### src/rtl/seg7_scan_ctrl.sv
// Multiplexed scan controller driving one shared MC14495-style hex decoder
// across NUM_DIGITS common-anode digits, with a double-buffered frame.
module seg7_scan_ctrl #(
  parameter int NUM_DIGITS   = 4,
  parameter int SCAN_DIV     = 50000,
  parameter int BLANK_CYCLES = 2,
  localparam int IDX_W       = (NUM_DIGITS > 1) ? $clog2(NUM_DIGITS) : 1
) (
  input  logic                    clk,
  input  logic                    rst,
  input  logic                    en,
  input  logic                    load,
  input  logic [4*NUM_DIGITS-1:0] hex_in,
  input  logic [NUM_DIGITS-1:0]   point_in,
  input  logic [NUM_DIGITS-1:0]   blank_in,
  input  logic                    zsupp,
  output logic [NUM_DIGITS-1:0]   an,
  output logic [3:0]              dec_d,
  output logic                    dec_le,
  output logic                    dec_point,
  output logic [IDX_W-1:0]        digit_idx,
  output logic                    frame_done
);

  localparam int TICK_W = $clog2(SCAN_DIV);

  logic [TICK_W-1:0]            tick;
  logic [IDX_W-1:0]             idx;
  logic [NUM_DIGITS-1:0][3:0]   hexShadow, hexActive;
  logic [NUM_DIGITS-1:0]        pointShadow, pointActive;
  logic [NUM_DIGITS-1:0]        blankShadow, blankActive;
  logic                         pending;

  logic                         slotEnd, lastDigit, boundary;
  logic [NUM_DIGITS-1:0]        zeroMask;
  logic                         digitVisible_p0, lit_p0;
  logic [NUM_DIGITS-1:0]        anNext_p0;

  // Bit i set when digit i and every digit to its left hold zero; digit 0 never qualifies.
  function automatic logic [NUM_DIGITS-1:0] leadZeroMask(input logic [NUM_DIGITS-1:0][3:0] hex);
    logic [NUM_DIGITS-1:0] m;
    logic                  allZero;
    m       = '0;
    allZero = 1'b1;
    for (int i = NUM_DIGITS - 1; i >= 1; i--) begin
      allZero = allZero && (hex[i] == 4'h0);
      m[i]    = allZero;
    end
    return m;
  endfunction

  assign slotEnd   = (tick == TICK_W'(SCAN_DIV - 1));
  assign lastDigit = (idx == IDX_W'(NUM_DIGITS - 1));
  assign boundary  = slotEnd && lastDigit && en;

  always_ff @(posedge clk) begin
    if (rst) begin
      tick <= '0;
      idx  <= '0;
    end else if (en) begin
      if (slotEnd) begin
        tick <= '0;
        idx  <= lastDigit ? '0 : idx + 1'b1;
      end else begin
        tick <= tick + 1'b1;
      end
    end
  end

  // Active takes the shadow as it stood before this edge, so a coincident load waits a frame.
  always_ff @(posedge clk) begin
    if (rst) begin
      hexShadow   <= '0;
      pointShadow <= '0;
      blankShadow <= '0;
      hexActive   <= '0;
      pointActive <= '0;
      blankActive <= '0;
      pending     <= 1'b0;
    end else begin
      if (boundary && pending) begin
        hexActive   <= hexShadow;
        pointActive <= pointShadow;
        blankActive <= blankShadow;
      end
      if (load) begin
        hexShadow   <= hex_in;
        pointShadow <= point_in;
        blankShadow <= blank_in;
        pending     <= 1'b1;
      end else if (boundary) begin
        pending     <= 1'b0;
      end
    end
  end

  // p0: decode current slot into next pin values
  always_comb begin
    zeroMask        = leadZeroMask(hexActive);
    digitVisible_p0 = !blankActive[idx] && !(zsupp && zeroMask[idx]);
    lit_p0          = en && (int'(tick) >= BLANK_CYCLES) && digitVisible_p0;
    anNext_p0       = lit_p0 ? ~(NUM_DIGITS'(1) << idx) : '1;
  end

  // p1: registered pins
  always_ff @(posedge clk) begin
    if (rst) begin
      an         <= '1;
      dec_le     <= 1'b1;
      dec_d      <= 4'h0;
      dec_point  <= 1'b0;
      digit_idx  <= '0;
      frame_done <= 1'b0;
    end else begin
      an         <= anNext_p0;
      dec_le     <= !lit_p0;
      dec_d      <= hexActive[idx];
      dec_point  <= pointActive[idx];
      digit_idx  <= idx;
      frame_done <= boundary;
    end
  end

endmodule

### config.mk
export PLATFORM = sky130hd
export DESIGN_NAME = seg7_scan_ctrl
export DESIGN_NICKNAME = d
export VERILOG_FILES = /design/src/rtl/seg7_scan_ctrl.sv
export SDC_FILE = /design/constraint.sdc
export NUM_CORES = 1
export LEC_CHECK = 0
export CAP_MARGIN = 0
export CORE_MARGIN = 5
export CORE_UTILIZATION = 54
export CTS_CLUSTER_SIZE = 25
export DETAILED_ROUTE_END_ITERATION = 10
export PLACE_DENSITY = 0.77
export RECOVER_POWER = 25
export SYNTH_ARGS = -nofsm -noshare
export SYNTH_HDL_FRONTEND = slang
export SYNTH_SLANG_ARGS = --single-unit
### constraint.sdc
create_clock -name clk -period 2.2 [get_ports clk]
set_input_delay 0.44 -clock clk [delete_from_list [all_inputs] [get_ports clk]]
set_output_delay 0.44 -clock clk [all_outputs]
set_load 0.02 [all_outputs]
-- Word-level counts from Yosys, hierarchy flattened
Cells that the tools add are included.
- bits in latches: 0
- memories: 0
- bits in registers: 80
- input bits: 29
- word-level logic and storage cells: 60
- bits in read-only memories: 0
- memory bits (writable): 0
- shift operators: 1
- equality and inequality tests: 2
- add/subtract/negate cells: 2
- bitwise operators: 2
- div/mod/pow operators: 0
- reductions and logical operators: 18
- $lt $le $gt $ge: 2
- mux-type cells: 12
- $mul: 0
- operator list (cell ; number):
    adder 16 x 1 -> 16 bit (second input constant) ; 1
    == test 16 bit (second input constant) ; 1
    >= comparator 16 x 2 -> 1 bit (second input constant) ; 1
    2-to-1 mux 16 bit ; 1
    logical NOT 4 bit ; 3
    logical AND 1 bit ; 9
    binary-select mux 4 bit (select 2 bit) ; 1
    binary-select mux 1 bit (select 2 bit) ; 3
    2-to-1 mux 1 bit ; 5
    2-to-1 mux 4 bit ; 1
    NOT 4 bit ; 1
    left shift 1 x 2 -> 4 bit (first input constant) ; 1
    logical NOT 1 bit ; 3
    less-than comparator 2 x 3 -> 1 bit (second input constant) ; 1
    adder 2 x 1 -> 2 bit (second input constant) ; 1
    == test 2 bit (second input constant) ; 1
    2-to-1 mux 2 bit ; 1
    AND reduction 2 bit ; 1
    nonzero test 2 bit ; 1
    OR reduction 2 bit ; 1
    NOT 1 bit ; 1

-- Longest topological paths before layout
- depth in word-level cells: 11
- depth in mapped cells: 7

-- Least setup slack after synthesis
Ideal clock, no wire load.
- path type: reg2reg
- start: register idx[0]
- end: register an[0]
- slack: 0.393 ns
- arrival time: 1.667 ns
- period minus slack after synthesis: 1.807 ns
- data required time: 2.060 ns
- cell stages (with the launch flop): 5
- setup time: 0.140 ns
- cell sequence: dfxtp_1 > clkbuf_1 > mux4_2 > a31oi_1 > nand4_1
- longest elaborated chain between the ends: 8
- elaborated cells between the ends (all ways): 13
- ends and longest elaborated chain (element ; line ; text):
    start: declaration ; 28 ; logic [IDX_W-1:0] idx;
    start signal: assignment ; 63 ; idx <= lastDigit ? '0 : idx + 1'b1;
    binary-select mux 1 bit (select 2 bit) ; 100 ; digitVisible_p0 = !blankActive[idx] && !(zsupp && zeroMask[idx]);
    2-to-1 mux 1 bit (implied by the code) ; 100 ;
    logical AND 1 bit ; 100 ;
    logical NOT 1 bit ; 100 ;
    logical AND 1 bit ; 100 ;
    logical AND 1 bit ; 101 ; lit_p0 = en && (int'(tick) >= BLANK_CYCLES) && digitVisible_p0;
    NOT 1 bit (no line) ; - ;
    OR reduction 2 bit (no line) ; - ;
    end signal: assignment ; 115 ; an <= anNext_p0;
    end: declaration ; 17 ; output logic [NUM_DIGITS-1:0] an,
Parallel ways exist; a longest one is shown, timed or not. The select of a mux whose other input is x is not followed.
A chain may end at the register's enable or synchronous reset.

-- Worst setup path after layout
- start: register tick[11]
- end: register pointActive[2]
- longest elaborated chain between the ends: 4
- ends and longest elaborated chain (element ; line ; text):
    start: declaration ; 27 ; logic [TICK_W-1:0] tick;
    start signal: assignment ; 65 ; tick <= tick + 1'b1;
    == test 16 bit ; 52 ; assign slotEnd = (tick == TICK_W'(SCAN_DIV - 1));
    logical AND 1 bit (2 in series) ; 54 ; assign boundary = slotEnd && lastDigit && en;
    logical AND 1 bit ; 81 ; if (boundary && pending) begin
    end signal: assignment ; 83 ; pointActive <= pointShadow;
    end: declaration ; 30 ; logic [NUM_DIGITS-1:0] pointShadow, pointActive;
Every way passes these cells.

==> metrics.md <==
| Metric | Value |
|---|---|
| Data arrival, critical path | 2.08 ns |
| Antenna violations before repair | 0 |
| CTS tree | yes |
| Dpl hpwl | 4810 um |
| Worst r2r src | tick[11] |
| ANT cells | 0 |
| Cells after synthesis | 346 |
| Sequential element share of the synthesized area | 0.488 |
| #FFs+latches synth | 80 |
| Data required, critical path | 2.40 ns |
| Minimum clock period | 1.88 ns |
| Fillers | 468 |
| Hold/Removal Path Class | reg -> reg |
| Routability cong. | 0.841 |
| GRT Util Overall | 0.198 |
| Layout cells sized above 1 | 0.0959 |
| I/O Buffers | 41 |
| Commonest non-fill, non-tap cell in the layout | dfxtp_1 |
| Mean Syn Cell Area | 9.49 um^2 |
| R2r setup slk | 0.32 ns |
| Avg WL per Cell | 15.7 um |
| Reg-to-reg critical path endpoint | pointActive[2] |
| Most frequent cells in the layout | dfxtp_1, nor2_1, clkdlybuf4s50_1 |
| Nets | 416 |
| Worst Setup EP | pointActive[2] |
| Slowest stage cell, crit path | or4_4 |
| Pwr dens | 723 nW/um^2 |
| H-tree depth | 3 |
| CTS Buf Count | 9 |
| Post-DRT Antenna Nets | 0 |
| Top Usage Layer GRT | met2 |
| CTS clk-pin slew, worst paths | 0.08 ns |
| Cts repair resizes | 0 |
| Period utilisation layout | 0.855 |
| Total length of routed wires | 7220 um |
| Largest net degree at the start of global routing | 35 |
| Final setup fails | 0 |
| Max-cap violations | 0 |
| Met1 GRT Util | 0.251 |
| Die height | 88.0 um |
| Startpoint types | flip-flop |
| Fin. max-slew vios | 0 |
| Drt pass-1 iters | 4 |
| Clock sinks | 80 |
| Layout Area Growth over Synthesis | 21.6% |
| Ys Warns | 0 |
| Clk Latency, worst-skew pair | 0.34 ns |
| Total Power | 2.89 mW |
| Hold Vio Cnt, Final | 0 |
| Core area | 5920 um^2 |
| Maximum clock frequency | 0.532 GHz |
| Grt ovf | 0 |
| First-pass GRT wire length | 12100 um |
| CP Cell Sequence | or4_4 > nand4b_4 > buf_4 > o21ai_0 > a21oi_1 |
| Max IR drop VDD | 0.464 mV |
| Hold buffer count at CTS | 0 |
| Final setup skew | 0.00932 ns |
| DR DRC count | 0 |
| DR vias | 2583 |
| Initial DRC Count | 190 |
| CP max FO | 19 |
| Die area | 7740 um^2 |
| Vias per cell | 5.60 |
| Netlist cell types | 32 |
| Clk buf depth | 2 |
| Initial Utilization | 0.555 |
| Worst hold slack | 0.476 ns |
| Vias in the first global route | 2564 |
| WHS Path Cells | 2 |
| Slew @ Worst Pin | 0.823 ns |
| Net count after synthesis | 381 |
| Status | finished, final reports clean |
| Crit path largest cell delay | 0.55 ns |
| Met2 usage | 0.333 |
| Setup TNS | 0 ns |
| Worst rel slew slack | 0.451 |
| Post-CTS Setup Repair Bufs | 0 |
| Leak | 1.52 nW |
| Crit end category | flip-flop |
| Met3 Usage GRT | 0.0386 |
| RSZ-0062 raised after global routing | no |
| Critical path startpoint | tick[11] |
| FP Rows | 28 |
| Root Driver | clkbuf_8 |
| Worst Reg-to-Reg Cells | 5 |
| Mapped cell area | 3280 um^2 |
| Chip Width | 88.0 um |
| I/O Pins | 42 |
| Crit Path Category | reg -> reg |
flip-flops by register name, indices dropped and copies added, names as in the netlist:
signal / flops
an: 4
dec_le: 1
pointActive: 4
dec_point: 1
hexActive: 16
digit_idx: 2
pending: 1
blankShadow: 4
tick: 16
blankActive: 4
idx: 2
pointShadow: 4
hexShadow: 16
dec_d: 4
frame_done: 1
synth_stat cells:
master,n,area share
or4_4,1,0.0034
inv_1,6,0.0069
o211ai_1,1,0.0023
o21ai_0,25,0.038
and4_1,1,0.0027
buf_6,1,0.0034
ha_1,6,0.023
and3_1,2,0.0038
nor3_1,8,0.012
or4_1,4,0.0091
buf_2,4,0.0061
nor3_2,1,0.0030
xor2_1,4,0.011
a211oi_1,1,0.0023
nand4b_1,1,0.0027
nand3_1,4,0.0061
nor4_1,5,0.0095
and2_1,2,0.0038
nand4b_4,1,0.0072
nor2_1,44,0.050
a21oi_1,27,0.041
xnor2_1,11,0.029
nand4_1,33,0.063
mux2i_1,24,0.073
a31oi_1,1,0.0019
o21ai_1,2,0.0030
dfxtp_1,80,0.49
nor2b_1,7,0.013
clkbuf_1,24,0.027
o21bai_2,1,0.0034
nand2_1,8,0.0091
mux4_2,6,0.041
cell families (layout without fill, tap and decap cells):
family | count (synthesis) | count (layout) | synth area share
adder cells (fa/ha/maj) | 6 | 6 | 0.0229
buffers and inverters | 35 | 75 | 0.0438
XOR/XNOR | 15 | 15 | 0.0400
flip-flops | 80 | 80 | 0.488
AO/OA/AOI/OAI | 58 | 58 | 0.0922
AND/OR/NAND/NOR | 122 | 122 | 0.199
multiplexers | 30 | 30 | 0.114
layout make-up:
type | instances | area [um^2] | share of cell area
tap | 75 | 93.8 | 0.0235
clock inverter | 2 | 60.1 | 0.0150
timing repair buffer | 53 | 503 | 0.126
multi-input combinational | 231 | 1540 | 0.385
inverter | 6 | 22.5 | 0.00564
clock buffer | 14 | 173 | 0.0432
sequential | 80 | 1600 | 0.401
how the worst min path moves through the flow:
| stage | start | end |
|---|---|---|
| CTS | blankActive[1] | blankActive[1] |
| detailed placement | pointShadow[2] | pointActive[2] |
| global route | hexShadow[3] | hexActive[3] |
| global placement | pointActive[3] | pointActive[3] |
| finish | hexShadow[3] | hexActive[3] |
| floorplan | blankActive[2] | blankActive[2] |
through the flow:
stage	setup slack, ns	cell area, um^2	utilization	instances
2_1_floorplan	0.393	3280	-	346
3_3_place_gp	0.231	3780	0.638	445
3_5_place_dp	0.169	3780	0.638	445
4_1_cts	0.297	4010	0.677	461
5_1_grt	0.196	3990	0.674	461
6_report	0.320	3990	0.674	461
routing by layer:
layer	vias up	wire, um
li1	1299	-
met1	1221	3150
met2	53	3660
met3	10	316
met4	0	96
met5	-	0
power by group:
group	internal (mW)	leakage (nW)	switching, mW
sequential	1.48	0.650	0.0208
clock	0.734	0.117	0.489
combinational	0.0877	0.755	0.0732
total	2.30	1.52	0.583
worst max-delay path, delay by kind of cell (launching register included):
family | cells | cell delay, ns
AO/OA/AOI/OAI | 2 | 0.28
buffers and inverters | 1 | 0.26
flip-flops | 1 | 0.37
AND/OR/NAND/NOR | 2 | 0.83
(Power assumes the default switching activity.)
